## config.mk

```make
export PLATFORM = sky130hd
export DESIGN_NAME = shift_add_multiplier
export DESIGN_NICKNAME = d
export VERILOG_FILES = /design/src/rtl/shift_add_multiplier_pkg.sv /design/src/rtl/shift_add_multiplier.sv
export SDC_FILE = /design/constraint.sdc
export NUM_CORES = 1
export LEC_CHECK = 0
export ABC_CLOCK_PERIOD_IN_PS = 5600
export CAP_MARGIN = 20
export CORE_AREA = 2 2 146 105
export CTS_CLUSTER_SIZE = 24
export DETAILED_ROUTE_END_ITERATION = 8
export DIE_AREA = 0 0 148 107
export PLACE_DENSITY = 0.69
export SKIP_CTS_REPAIR_TIMING = 1
export SLEW_MARGIN = 20
export SYNTH_ARGS = -nofsm -noshare
export SYNTH_HDL_FRONTEND = slang
export SYNTH_SLANG_ARGS = --single-unit
```

## constraint.sdc

```tcl
create_clock -name clock -period 5.6 [get_ports clock]
set_input_delay 1.68 -clock clock [delete_from_list [all_inputs] [get_ports clock]]
set_output_delay 1.68 -clock clock [all_outputs]
set_load 0.05 [all_outputs]
```

## src/rtl/shift_add_multiplier_pkg.sv

```systemverilog
// Shared state encodings and helpers for the iterative shift-add multiplier.
package shift_add_multiplier_pkg;

  typedef logic [1:0] state_t;

  localparam state_t IDLE = 2'd0;
  localparam state_t RUN  = 2'd1;
  localparam state_t DONE = 2'd2;

  // Sign-extends the low 'width' bits of value to 64 bits; callers truncate to their product width.
  function automatic logic [63:0] sext_to_width(input logic [63:0] value, input int unsigned width);
    logic signed [63:0] shifted;
    shifted = $signed(value << (64 - width));
    return $unsigned(shifted >>> (64 - width));
  endfunction

endpackage

```

## src/rtl/shift_add_multiplier.sv

```systemverilog
// Iterative signed*unsigned shift-add multiplier with signed addend: product = multiplicand * multiplier + addend.
module shift_add_multiplier
  import shift_add_multiplier_pkg::*;
#(
  parameter int unsigned mcand_width  = 16,
  parameter int unsigned mplier_width = 8,
  parameter int unsigned prod_width   = mcand_width + mplier_width
) (
  input  logic                    clock,
  input  logic                    reset,
  input  logic                    in_valid,
  output logic                    in_ready,
  input  logic [mcand_width-1:0]  multiplicand,
  input  logic [mplier_width-1:0] multiplier,
  input  logic [mcand_width-1:0]  addend,
  output logic                    out_valid,
  input  logic                    out_ready,
  output logic [prod_width-1:0]   product,
  output logic                    busy
);

  localparam int unsigned count_width = $clog2(mplier_width + 1);
  localparam logic [count_width-1:0] last_step = count_width'(mplier_width - 1);

  state_t                  state;
  logic                    neg;
  logic [prod_width-1:0]   mag_shifted;
  logic [mplier_width-1:0] mplier_reg;
  logic [mcand_width-1:0]  addend_reg;
  logic [prod_width-1:0]   acc;
  logic [count_width-1:0]  count;

  logic [mcand_width-1:0]  magnitude;
  logic [prod_width-1:0]   acc_step;
  logic [prod_width-1:0]   addend_ext;
  logic [prod_width-1:0]   result;

  assign in_ready = (state == IDLE);
  assign busy     = (state == RUN) || (state == DONE);

  // Magnitude is kept unsigned so the most negative multiplicand maps to 2^(mcand_width-1) without overflow.
  always_comb begin
    magnitude  = multiplicand[mcand_width-1] ? -multiplicand : multiplicand;
    acc_step   = mplier_reg[0] ? acc + mag_shifted : acc;
    addend_ext = prod_width'(sext_to_width(64'(addend_reg), mcand_width));
    result     = (neg ? -acc_step : acc_step) + addend_ext;
  end

  always_ff @(posedge clock) begin
    if (reset) begin
      state       <= IDLE;
      neg         <= 1'b0;
      mag_shifted <= '0;
      mplier_reg  <= '0;
      addend_reg  <= '0;
      acc         <= '0;
      count       <= '0;
      product     <= '0;
      out_valid   <= 1'b0;
    end else begin
      case (state)
        IDLE: begin
          if (in_valid && in_ready) begin
            neg         <= multiplicand[mcand_width-1];
            mag_shifted <= prod_width'(magnitude);
            mplier_reg  <= multiplier;
            addend_reg  <= addend;
            acc         <= '0;
            count       <= '0;
            state       <= RUN;
          end
        end
        RUN: begin
          acc         <= acc_step;
          mag_shifted <= mag_shifted << 1;
          mplier_reg  <= mplier_reg >> 1;
          count       <= count + count_width'(1);
          if (count == last_step) begin
            product   <= result;
            out_valid <= 1'b1;
            state     <= DONE;
          end
        end
        DONE: begin
          if (out_valid && out_ready) begin
            out_valid <= 1'b0;
            state     <= IDLE;
          end
        end
        default: begin
          out_valid <= 1'b0;
          state     <= IDLE;
        end
      endcase
    end
  end

endmodule

```

==> metrics.md <==
| Metric | Value |
|---|---|
| Status | complete, no violations |
| Leading register cell type out of synthesis | dfxtp_1 |
| Crit-path cells | ha_1 -> a211o_1 -> a21oi_4 -> a2111oi_4 -> o2111a_2 -> or4_4 -> a311o_1 -> or4_4 -> or4_4 -> nand2_1 -> xnor2_2 -> ha_1 -> a21o_1 -> a21oi_2 -> nand4_1 -> o211ai_1 -> xnor2_2 -> nor3b_1 -> mux2_4 -> nor4_1 |
| Delay-heaviest family, CP | simple AND/OR/NAND/NOR gates |
| Peak supply drop | 280.7 uV |
| Drt total wl | 18.08 mm |
| CP most frequent cell | or4_4 |
| Clock skew | 0.01160 ns |
| Final worst-path cycle share | 96.62% |
| CP max-delay cell | or4_4 |
| Yosys top cell area share | 28.63% |
| DR DRC count | 0 |
| Power Density | 267.1 nW/um^2 |
| Buffers on Ports | 70 |
| Crit path capture type | register |
| Cell internal pwr | ~1.5 mW |
| Number of H-tree levels | 3 |
| Worst Path Required | 5.86 ns |
| Sinks on Clock Net | 104 |
| Crit start category | register |
| Vias in the first global route | 6104 |
| Hold path start | product[11] |
| DP HPWL | 13.10 mm |
| Placer congestion estimate | 0.8812 |
| Final setup vio count | 0 |
| Cell count of the worst reg-to-reg path | 20 |
| NetSw | 854.7 uW |
| Max cap viols | 0 |
| Worst r2r dst | product[23] |
| Register share of total power | 36.1% |
| Reg-to-reg startpoint | mag_shifted[1] |
| Mapped Area | 7272 um^2 |
| Syn-to-layout area delta | 19.15% |
| Clock Latency Late Sink | approximately 0.35 ns |
| Width of the die | 148 um |
| Overflow after GRT | 0 |
| Top-count cell post-synth | nand2_1 |
| Setup crit start | mag_shifted[1] |
| Inserted Clock Buffers | 9 |
| Max_slew headroom | 41.01% |
| First-pass GRT wire length | 29.66 mm |
| Biggest regs | acc x24, mag_shifted x24, product x24 |
| Layout cells sized above 1 | 8.546% |
| Initial antenna violation count | 1 |
| Count of warnings emitted by yosys | 0 |
| Post-DRT Antenna Nets | 0 |
| Worst stage delay on the critical path | 0.50 ns |
| Detailed-route vias per instance | 5.670 |
| Initial Util | 50.35% |
| Clock Power Share | 28.5% |
| Die ar. | 15840 um^2 |
| Final Max Tran Viols | 0 |
| Flop-to-flop setup slack | 0.19 ns |
| Worst path buffer plus inverter count | 0 |
| Fin util | 59.99% |
| Power, Total | 2.314 mW |
| GRT Total Usage | 22.65% |
| Crit path kind | register to register |
| WP data arrival | 5.68 ns |
| #FFs+latches synth | 104 |
| Chip height | between 100 and 150 um |
| Wirelength per Cell | 14.91 um |
| CP max FO | 4 |
| Period minus WS final | around 5.4 ns |
| Mapped Nets | between 1000 and 1500 |
| Area leader, netlist | dfxtp_1 |
| Root Driver | clkbuf_16 |
| Unique cell type count in the Yosys netlist | 69 |
| Tightest Pin Transition | 0.8737 ns |
| Seq/Total Area, Yosys | 28.63% |
| Critical Path End | product[23] |
| I/O pin cnt | 71 |
| Leakage | approximately 3.5 nW |
| Clk buf depth | 2 |
| Largest net degree at the start of global routing | 70 |
| Cell depth of the worst setup path | 20 |
| Net count, final | 1111 |
| Initial DRT Pass Iterations | 5 |
| Async S/R FF share, synth | 0% |
| Ant. Diodes | 0 |
| Hold Vio Cnt, Final | 0 |
| Site Rows | 37 |
| Via Count | 6878 |
| Synth top area cells | dfxtp_1, ha_1, nand2_1, a21oi_1, xnor2_1 |
| Avg Cell Area, Syn | 7.639 um^2 |
| Worst-path clk slew | about 0.080 ns |
| Post-synth EDFFs | 0 |
| Cell count after synthesis | 952 |
| Fmax | 184.8 MHz |
| TritonCTS clock tree | yes |
| Number of DRC markers in iteration 0 | 342 |
| Logic gate share of total power | 35.4% |
| Switching share of power | between 30% and 40% |
| Hold crit path type | register to register |
| Commonest cells in the netlist | nand2_1, dfxtp_1, a21oi_1, nor2_1, ha_1 |
| Core ar. | 14440 um^2 |
layer usage:
layer  vias to the layer above  track usage [%]  share of wire [%]
met5                         -                0                  0
met4                         0            3.741               0.67
met3                        13            4.255                4.5
met2                       147            35.55                 43
met1                      3177            32.79                 51
li1                       3541                -                  -
layout make-up:
| type | instances | area (um^2) |
|---|---|---|
| clock buffers | 10 | 229.0 |
| clock inverters | 6 | 75.07 |
| fillers | 1381 | 5779 |
| inverters | 31 | 116.4 |
| multi-input cells | 770 | 5014 |
| flip-flops and latches | 104 | 2086 |
| well taps | 195 | 244.0 |
| repair buffers | 97 | 900.9 |
power groups by stage:
stage          Combinational [mW]  Sequential, mW  Clock, mW
6_report                    0.819           0.835      0.660
3_5_place_dp                0.790           0.851          0
4_1_cts                     0.794           0.834      0.674
3_3_place_gp                0.785           0.851          0
2_1_floorplan               0.581           0.837          0
5_1_grt                     0.904           0.843      0.700
kinds of logic (layout without fill, tap and decap cells):
kind of cell / after synthesis / in the layout / share of synthesized area, %
adder cells (fa/ha/maj): 54 / 54 / 9.498
XOR/XNOR: 62 / 62 / 7.467
flip-flops: 104 / 104 / 28.63
multiplexers: 20 / 20 / 2.890
AO/OA/AOI/OAI: 279 / 279 / 25.03
AND/OR/NAND/NOR: 355 / 355 / 22.45
buffers and inverters: 78 / 144 / 4.026
tightest hold or removal path: stages (launching register included):
cell     delay, ns
dfxtp_1       0.31
nand2_1       0.05
a21oi_1       0.05
worst min-delay path by stage:
stage          cells after the start             to
2_1_floorplan                      2  addend_reg[0]
3_3_place_gp                       2    product[16]
3_5_place_dp                       2    product[16]
4_1_cts                            2    product[16]
5_1_grt                            2    product[11]
6_report                           2    product[11]
cell usage in the layout, fill, tap and decap left out, types with 4 or more instances in the layout:
master / count
xnor2_1: 39
mux2_2: 4
buf_4: 28
clkbuf_16: 9
nor3b_1: 4
mux2i_1: 15
a211oi_1: 19
nor3_1: 13
xor2_1: 21
nor4_1: 4
or4_1: 5
a21o_1: 12
o21bai_1: 7
a21oi_1: 98
o311ai_0: 5
a31oi_1: 4
inv_1: 29
or3_1: 11
o211ai_1: 6
a211o_1: 5
o21a_1: 7
or2_2: 7
nor2b_1: 11
and3_1: 8
o21ai_0: 38
dfxtp_1: 101
o31ai_1: 17
a22oi_1: 28
ha_1: 50
o41ai_1: 4
nand2_1: 151
nand4_1: 7
nand3_1: 16
clkdlybuf4s50_1: 69
nor2_1: 91
nand3b_1: 4
stage by stage:
stage	instances	setup slack (ns)	hold slack (ns)	setup TNS, ns	area, um^2
floorplan	952	0.3987	0.4406	0	7272
global placement	1193	0.1599	0.4392	0	8225
detailed placement	1193	0.05796	0.4451	0	8225
CTS	1209	0.009879	0.4560	0	8529
global route	1213	-0.03606	0.4785	-0.03606	8665
finish	1213	0.1893	0.4530	0	8665
Note: power is estimated with default switching activity, not from simulation.
